===== src/rtl/or1200_cl_pad_pkg.sv =====
// Shared definitions for the cache-line pad applicator.
//
// Contents:
//   state_e    - line FSM encoding (IDLE=0, WAIT_PAD=1, STREAM=2, DRAIN=3)
//   LINE_WORDS - words per cache line (two 128-bit pads cover exactly one line)
//   WORD_W     - data word width
//   PAD_W      - width of the concatenated pad buffer {enc_pad_1, enc_pad_2}
//   pad_slice  - returns the 32-bit pad slice used by word idx
package or1200_cl_pad_pkg;

  localparam int unsigned LINE_WORDS = 8;
  localparam int unsigned WORD_W     = 32;
  localparam int unsigned PAD_W      = 256;

  typedef enum logic [1:0] {
    StIdle    = 2'd0,
    StWaitPad = 2'd1,
    StStream  = 2'd2,
    StDrain   = 2'd3
  } state_e;

  // Word k takes pad[PAD_W-1-WORD_W*k -: WORD_W], so word 0 gets the MSBs of enc_pad_1.
  function automatic logic [WORD_W-1:0] pad_slice(input logic [PAD_W-1:0] pad,
                                                  input logic [2:0]       idx);
    logic [PAD_W-1:0] shifted;
    int unsigned      sh;
    sh      = WORD_W * 32'(idx);
    shifted = pad << sh;
    return shifted[PAD_W-1 -: WORD_W];
  endfunction

endpackage


===== src/rtl/or1200_cl_pad_outreg.sv =====
// Single-entry valid/ready output register slice.
//
// Holds one word and its valid flag. A new word is loaded when load_i is high; the upstream
// logic only asserts load_i when the slice is empty or being drained in the same cycle, so
// no word is overwritten. While valid_o is high and out_ready_i is low the word is held.
//
// Ports:
//   clk_i        - clock
//   rst_i        - synchronous active-high reset, invalidates and zeroes the slice
//   load_i       - capture data_i this cycle
//   data_i       - word to capture
//   out_ready_i  - downstream accepts the held word
//   valid_o      - slice holds a valid word
//   data_o       - held word
module or1200_cl_pad_outreg #(
  parameter int unsigned Width = 32
) (
  input  logic             clk_i,
  input  logic             rst_i,
  input  logic             load_i,
  input  logic [Width-1:0] data_i,
  input  logic             out_ready_i,
  output logic             valid_o,
  output logic [Width-1:0] data_o
);

  logic             valid_q, valid_d;
  logic [Width-1:0] data_q, data_d;

  always_comb begin
    valid_d = valid_q;
    data_d  = data_q;
    if (load_i) begin
      valid_d = 1'b1;
      data_d  = data_i;
    end else if (out_ready_i) begin
      valid_d = 1'b0;
    end
  end

  always_ff @(posedge clk_i) begin
    if (rst_i) begin
      valid_q <= 1'b0;
      data_q  <= '0;
    end else begin
      valid_q <= valid_d;
      data_q  <= data_d;
    end
  end

  assign valid_o = valid_q;
  assign data_o  = data_q;

endmodule


===== src/rtl/or1200_cl_pad_xor.sv =====
// Cache-line pad applicator.
//
// Captures the two 128-bit AES pads from the encryption top when enc_done is seen with no
// pad held, then XORs them word by word onto an 8-word cache-line burst. XOR is symmetric,
// so the same path encrypts write-backs and decrypts refills. When secure_exec is low at
// line_start the line passes through unchanged and the held pad is left untouched.
//
// Ports:
//   clk, rst       - clock, synchronous active-high reset
//   secure_exec    - secure mode, sampled at line_start and held for the line
//   enc_done       - enc_pad_1/enc_pad_2 valid this cycle
//   enc_pad_1/2    - pads for words 0-3 / 4-7
//   line_start     - opens a new line burst (ignored outside IDLE)
//   word_valid_i, word_i, word_ready_o - input word handshake
//   word_valid_o, word_o, word_ready_i - output word handshake (1-cycle latency)
//   line_done_o    - pulse while the 8th word is accepted downstream
//   busy_o         - FSM not in IDLE
//
// Configuration macro: OR1200_CL_PAD_CLEAR_EN
//   defined   - pad buffer is zeroized on reset and on secure line completion
//   undefined - only the pad valid flag is cleared; buffer contents persist
module or1200_cl_pad_xor #(
  parameter int unsigned LINE_WORDS = 8,
  parameter int unsigned WORD_W     = 32
) (
  input  logic              clk,
  input  logic              rst,
  input  logic              secure_exec,
  input  logic              enc_done,
  input  logic [127:0]      enc_pad_1,
  input  logic [127:0]      enc_pad_2,
  input  logic              line_start,
  input  logic              word_valid_i,
  input  logic [WORD_W-1:0] word_i,
  output logic              word_ready_o,
  output logic              word_valid_o,
  output logic [WORD_W-1:0] word_o,
  input  logic              word_ready_i,
  output logic              line_done_o,
  output logic              busy_o
);

  import or1200_cl_pad_pkg::*;

  localparam logic [2:0] LastWord = 3'(LINE_WORDS - 1);

  state_e             state_q, state_d;
  logic [2:0]         wcnt_q, wcnt_d;
  logic               pad_valid_q, pad_valid_d;
  logic               secure_q, secure_d;
  logic [PAD_W-1:0]   pad_q, pad_d;

  logic               pad_load;
  logic               in_accept;
  logic               out_fire;
  logic               line_end;
  logic [WORD_W-1:0]  pad_word;
  logic [WORD_W-1:0]  xor_word;

  // A pad arriving while one is still held belongs to nobody and is dropped.
  assign pad_load     = enc_done && !pad_valid_q;
  assign word_ready_o = (state_q == StStream) && (!word_valid_o || word_ready_i);
  assign in_accept    = word_ready_o && word_valid_i;
  assign out_fire     = word_valid_o && word_ready_i;
  // In DRAIN the output slice can only hold the last word of the line.
  assign line_end     = (state_q == StDrain) && out_fire;
  assign line_done_o  = line_end;
  assign busy_o       = (state_q != StIdle);

  // Non-secure lines see an all-zero pad, giving a pure pass-through.
  assign pad_word = secure_q ? pad_slice(pad_q, wcnt_q) : '0;
  assign xor_word = word_i ^ pad_word;

  always_comb begin
    state_d  = state_q;
    wcnt_d   = wcnt_q;
    secure_d = secure_q;
    unique case (state_q)
      StIdle: begin
        if (line_start) begin
          secure_d = secure_exec;
          wcnt_d   = '0;
          // A pad captured in this very cycle counts, so no WAIT_PAD bubble is inserted.
          if (!secure_exec || pad_valid_q || enc_done) begin
            state_d = StStream;
          end else begin
            state_d = StWaitPad;
          end
        end
      end
      StWaitPad: begin
        if (pad_valid_q || pad_load) begin
          state_d = StStream;
        end
      end
      StStream: begin
        if (in_accept) begin
          wcnt_d = wcnt_q + 3'd1;
          if (wcnt_q == LastWord) begin
            state_d = StDrain;
          end
        end
      end
      StDrain: begin
        if (out_fire) begin
          state_d = StIdle;
        end
      end
      default: state_d = StIdle;
    endcase
  end

  always_comb begin
    pad_valid_d = pad_valid_q;
    pad_d       = pad_q;
    if (pad_load) begin
      pad_valid_d = 1'b1;
      pad_d       = {enc_pad_1, enc_pad_2};
    end
    // Only a secure line consumes the pad.
    if (line_end && secure_q) begin
      pad_valid_d = 1'b0;
`ifdef OR1200_CL_PAD_CLEAR_EN
      pad_d       = '0;
`endif
    end
  end

  always_ff @(posedge clk) begin
    if (rst) begin
      state_q     <= StIdle;
      wcnt_q      <= '0;
      pad_valid_q <= 1'b0;
      secure_q    <= 1'b0;
    end else begin
      state_q     <= state_d;
      wcnt_q      <= wcnt_d;
      pad_valid_q <= pad_valid_d;
      secure_q    <= secure_d;
    end
  end

`ifdef OR1200_CL_PAD_CLEAR_EN
  always_ff @(posedge clk) begin
    if (rst) begin
      pad_q <= '0;
    end else begin
      pad_q <= pad_d;
    end
  end
`else
  // Contents are only ever read after a load, so the buffer needs no reset.
  always_ff @(posedge clk) begin
    pad_q <= pad_d;
  end
`endif

  or1200_cl_pad_outreg #(
    .Width(WORD_W)
  ) u_outreg (
    .clk_i      (clk),
    .rst_i      (rst),
    .load_i     (in_accept),
    .data_i     (xor_word),
    .out_ready_i(word_ready_i),
    .valid_o    (word_valid_o),
    .data_o     (word_o)
  );

endmodule


===== config.mk =====
export PLATFORM = sky130hd
export DESIGN_NAME = or1200_cl_pad_xor
export DESIGN_NICKNAME = d
export VERILOG_FILES = /design/src/rtl/or1200_cl_pad_pkg.sv /design/src/rtl/or1200_cl_pad_outreg.sv /design/src/rtl/or1200_cl_pad_xor.sv
export SDC_FILE = /design/constraint.sdc
export NUM_CORES = 1
export LEC_CHECK = 0
export ABC_AREA = 1
export BUFFER_PORTS_ARGS = -buffer_cell sky130_fd_sc_hd__buf_2
export CORE_UTILIZATION = 50
export DETAILED_ROUTE_END_ITERATION = 8
export HOLD_SLACK_MARGIN = 0.06
export PLACE_DENSITY = 0.76
export SLEW_MARGIN = 20
export SYNTH_ARGS = -nofsm -noshare
export SYNTH_HDL_FRONTEND = slang
export SYNTH_SLANG_ARGS = --single-unit
export TNS_END_PERCENT = 5

===== constraint.sdc =====
create_clock -name clk -period 35.3 [get_ports clk]
set_input_delay 3.53 -clock clk [delete_from_list [all_inputs] [get_ports clk]]
set_output_delay 3.53 -clock clk [all_outputs]
set_load 0.01 [all_outputs]

==> results.toml <==
[logic_synthesis]
synth_cell_types = 21
async_flop_share = 0
synth_edf_count = 256
synth_area_per_cell_um2 = 9.694
syn_inst = 1353
synth.most_common_cell = "nand2_1"
syn-num-nets = 1655
ys_ff_latch = 296
synth_top_area_share = 0.5861
synth-main-ff-cell = "edfxtp_1"
ys_seq_area_frac = 0.6471
yosysTopAreaCell = "edfxtp_1"
yosys_warnings = 0
yosys-top-cells-count = "nand2_1 (398), inv_1 (266), edfxtp_1 (256)"
synth_area_leaders = "edfxtp_1 (59%), nand2_1 (11%), nand3_1 (8.7%)"
syn_area_um2 = 13120

[cts]
cts_setup_buffers = 0
ctsHoldBuffers = 0
cts_buffers = 30
clk_pin_slew_ns = 0.06
cts_tree = "built"
clk_path_buf_depth = 3
h-tree-depth = 1
insertion_delay_ns = 0.55
cts_resized = 0
cts_sinks = 296
cts_root_buf = "clkbuf_16"

[timing]
hold_slack_ns = 0.5487
fmax_ghz = 0.1323
tightest_slew_ns = 1.007
skew_ns = 0.02100
setup_viol = 0
final-hold-violation-count = 0
setup_tns_ns = 0
relSlewSlack = 0.3289
rsz0062_at_grt = "no"
drv_slew = 0
fin_crit_ns = 7.556
timing.final.crit_share = 0.2141

[final_layout]
layout-drive-gt1-share = 0.2323
fin_nets = 1962
final_cells = 2017
final_cell_area_um2 = 15860
fill_cells = 2099
area_growth_pct = 20.93

[placed_design]
dp_hpwl_um = 22040
portBuffers = 330
dpl.cell_count = 1958
placed_cell_area_um2 = 14940
routabilityCongestion = 0.8192

[power]
vdd_drop_max_v = 0.00005641
finalPower_uw = 938.3
power.internal_uw = 648.8
p_switching_uw = 289.6
leakagePower_nw = 7.648
clockPowerShare = 0.313
powerDensity_nw_per_um2 = 59.16
share_comb_of_total_power = 0.229
p_sw_frac = 0.3086
seqPwrFrac = 0.458

[setup_path]
critPathLaunchType = "input port"
crit_path_start = "word_ready_i"
timing.rr.end = "pad_q[63]"
r2r_slack_ns = 32.03
cp_max_fo = 3
cp.arrival_ns = 4.03
required_ns = 31.77
setup.worst_path.class = "in2out"
r2r_cells = 3
endpoint = "word_ready_o"
worst_setup_path_end_kind = "output port"
r2r-start = "pad_valid_q"

[global_routing]
antenna_found_initial = 7
gr-usage-all-layers = 0.2451
grt_first_pass_wirelength_um = 50420
grt_overflow_total = 0
grt_start_max_net_pins = 106
grt_pass1_vias = 9914

[hold_path]
hold_path_class = "reg2reg"
hold_path_depth = 3

[floorplan]
dieArea_um2 = 26880
ioPinCount = 331
initial_core_util = 0.5149
core_um2 = 25470
dieHeight_um = 164.0
die_x_um = 164.0
row_count = 58

[status]
status = "finished clean"

[run]
cap_violations = 0

[detailed_routing]
drt_pre_antenna_iters = 5
avgRoutedWirePerCell_um = 16.50
drt-total-wl_um = 33280
ant_nets = 0
drtIter0Drc = 863
avgViaCountPerCell = 5.092
vias = 10270
drc = 0
registers in the layout, indices dropped and copies added (netlist names):
name	cells
pad_q	256
u_outreg.data_o	32
wcnt_q	3
state_q	2
pad_valid_q	1
secure_q	1
u_outreg.valid_o	1
final cells by class:
cell class | instances | area (um2) | share of cell area
diodes | 4 | 10.01 | 0.0006311
flip-flops and latches | 296 | 8496 | 0.5356
well taps | 330 | 412.9 | 0.02603
repair buffers | 340 | 1730 | 0.1091
clock buffers | 37 | 798.3 | 0.05033
clock inverters | 18 | 107.6 | 0.006784
multi-input cells | 721 | 3286 | 0.2071
inverters | 271 | 1021 | 0.06437
worst min-delay path by stage:
stage,endpoint,from,slack [ns]
5_1_grt,u_outreg.data_o[12],u_outreg.data_o[12],0.57
3_3_place_gp,u_outreg.data_o[17],u_outreg.data_o[17],0.53
3_5_place_dp,u_outreg.data_o[12],u_outreg.data_o[12],0.53
6_report,u_outreg.data_o[17],u_outreg.data_o[17],0.55
2_1_floorplan,pad_valid_q,pad_valid_q,0.54
4_1_cts,u_outreg.data_o[27],u_outreg.data_o[27],0.55
metal layers:
layer | track usage | vias to the layer above | routed length (um)
met2 | 0.4347 | 434 | 16690
met5 | 0 | - | 33
li1 | - | 4983 | -
met4 | 0.08207 | 6 | 1014
met1 | 0.2904 | 4773 | 12580
met3 | 0.05934 | 74 | 2971
power by group through the flow:
stage | clock [mW] | sequential (mW) | combinational [mW]
3_5_place_dp | 0 | 0.437 | 0.215
6_report | 0.293 | 0.430 | 0.215
2_1_floorplan | 0 | 0.436 | 0.154
4_1_cts | 0.298 | 0.430 | 0.216
3_3_place_gp | 0 | 0.436 | 0.209
5_1_grt | 0.311 | 0.433 | 0.243
through the flow:
step / worst slack, ns / utilization
2_1_floorplan: 20.15 / -
3_3_place_gp: 27.79 / 0.5866
3_5_place_dp: 27.75 / 0.5866
4_1_cts: 27.75 / 0.6221
5_1_grt: 27.71 / 0.6227
6_report: 27.74 / 0.6227
cells in the final DEF, fill, tap and decap left out:
master and count:
nor2_4 1, nand4_1 33, nor2_2 1, buf_2 330, dfxtp_2 3, clkinv_1 10
dfxtp_1 36, and3_1 1, o21ai_0 4, inv_2 2, a21oi_1 5, ha_1 7
edfxtp_1 256, inv_1 265, o21a_1 33, diode_2 4, a211oi_1 1, nor2_1 10
nand2_1 398, buf_6 1, clkbuf_16 31, clkinvlp_4 1, inv_4 1, buf_4 9
clkbuf_1 6, dfxtp_4 1, bufinv_16 1, nand3_1 227, clkinv_2 9
cell families (layout without fill, tap and decap cells):
logic type | Yosys count | count (layout) | share of synthesized area
flops | 296 | 296 | 0.6471
simple gates | 671 | 671 | 0.2204
buf+inv | 336 | 666 | 0.1029
fa+ha+maj | 7 | 7 | 0.006677
compound gates | 43 | 43 | 0.02289
other cells | 0 | 4 | 0
critical path: stages:
cell and delay [ns]:
buf_2 0.11, nor2_1 0.18, nor2_2 0.06, buf_2 0.14
No activity file was read; power rests on OpenSTA's default activity.
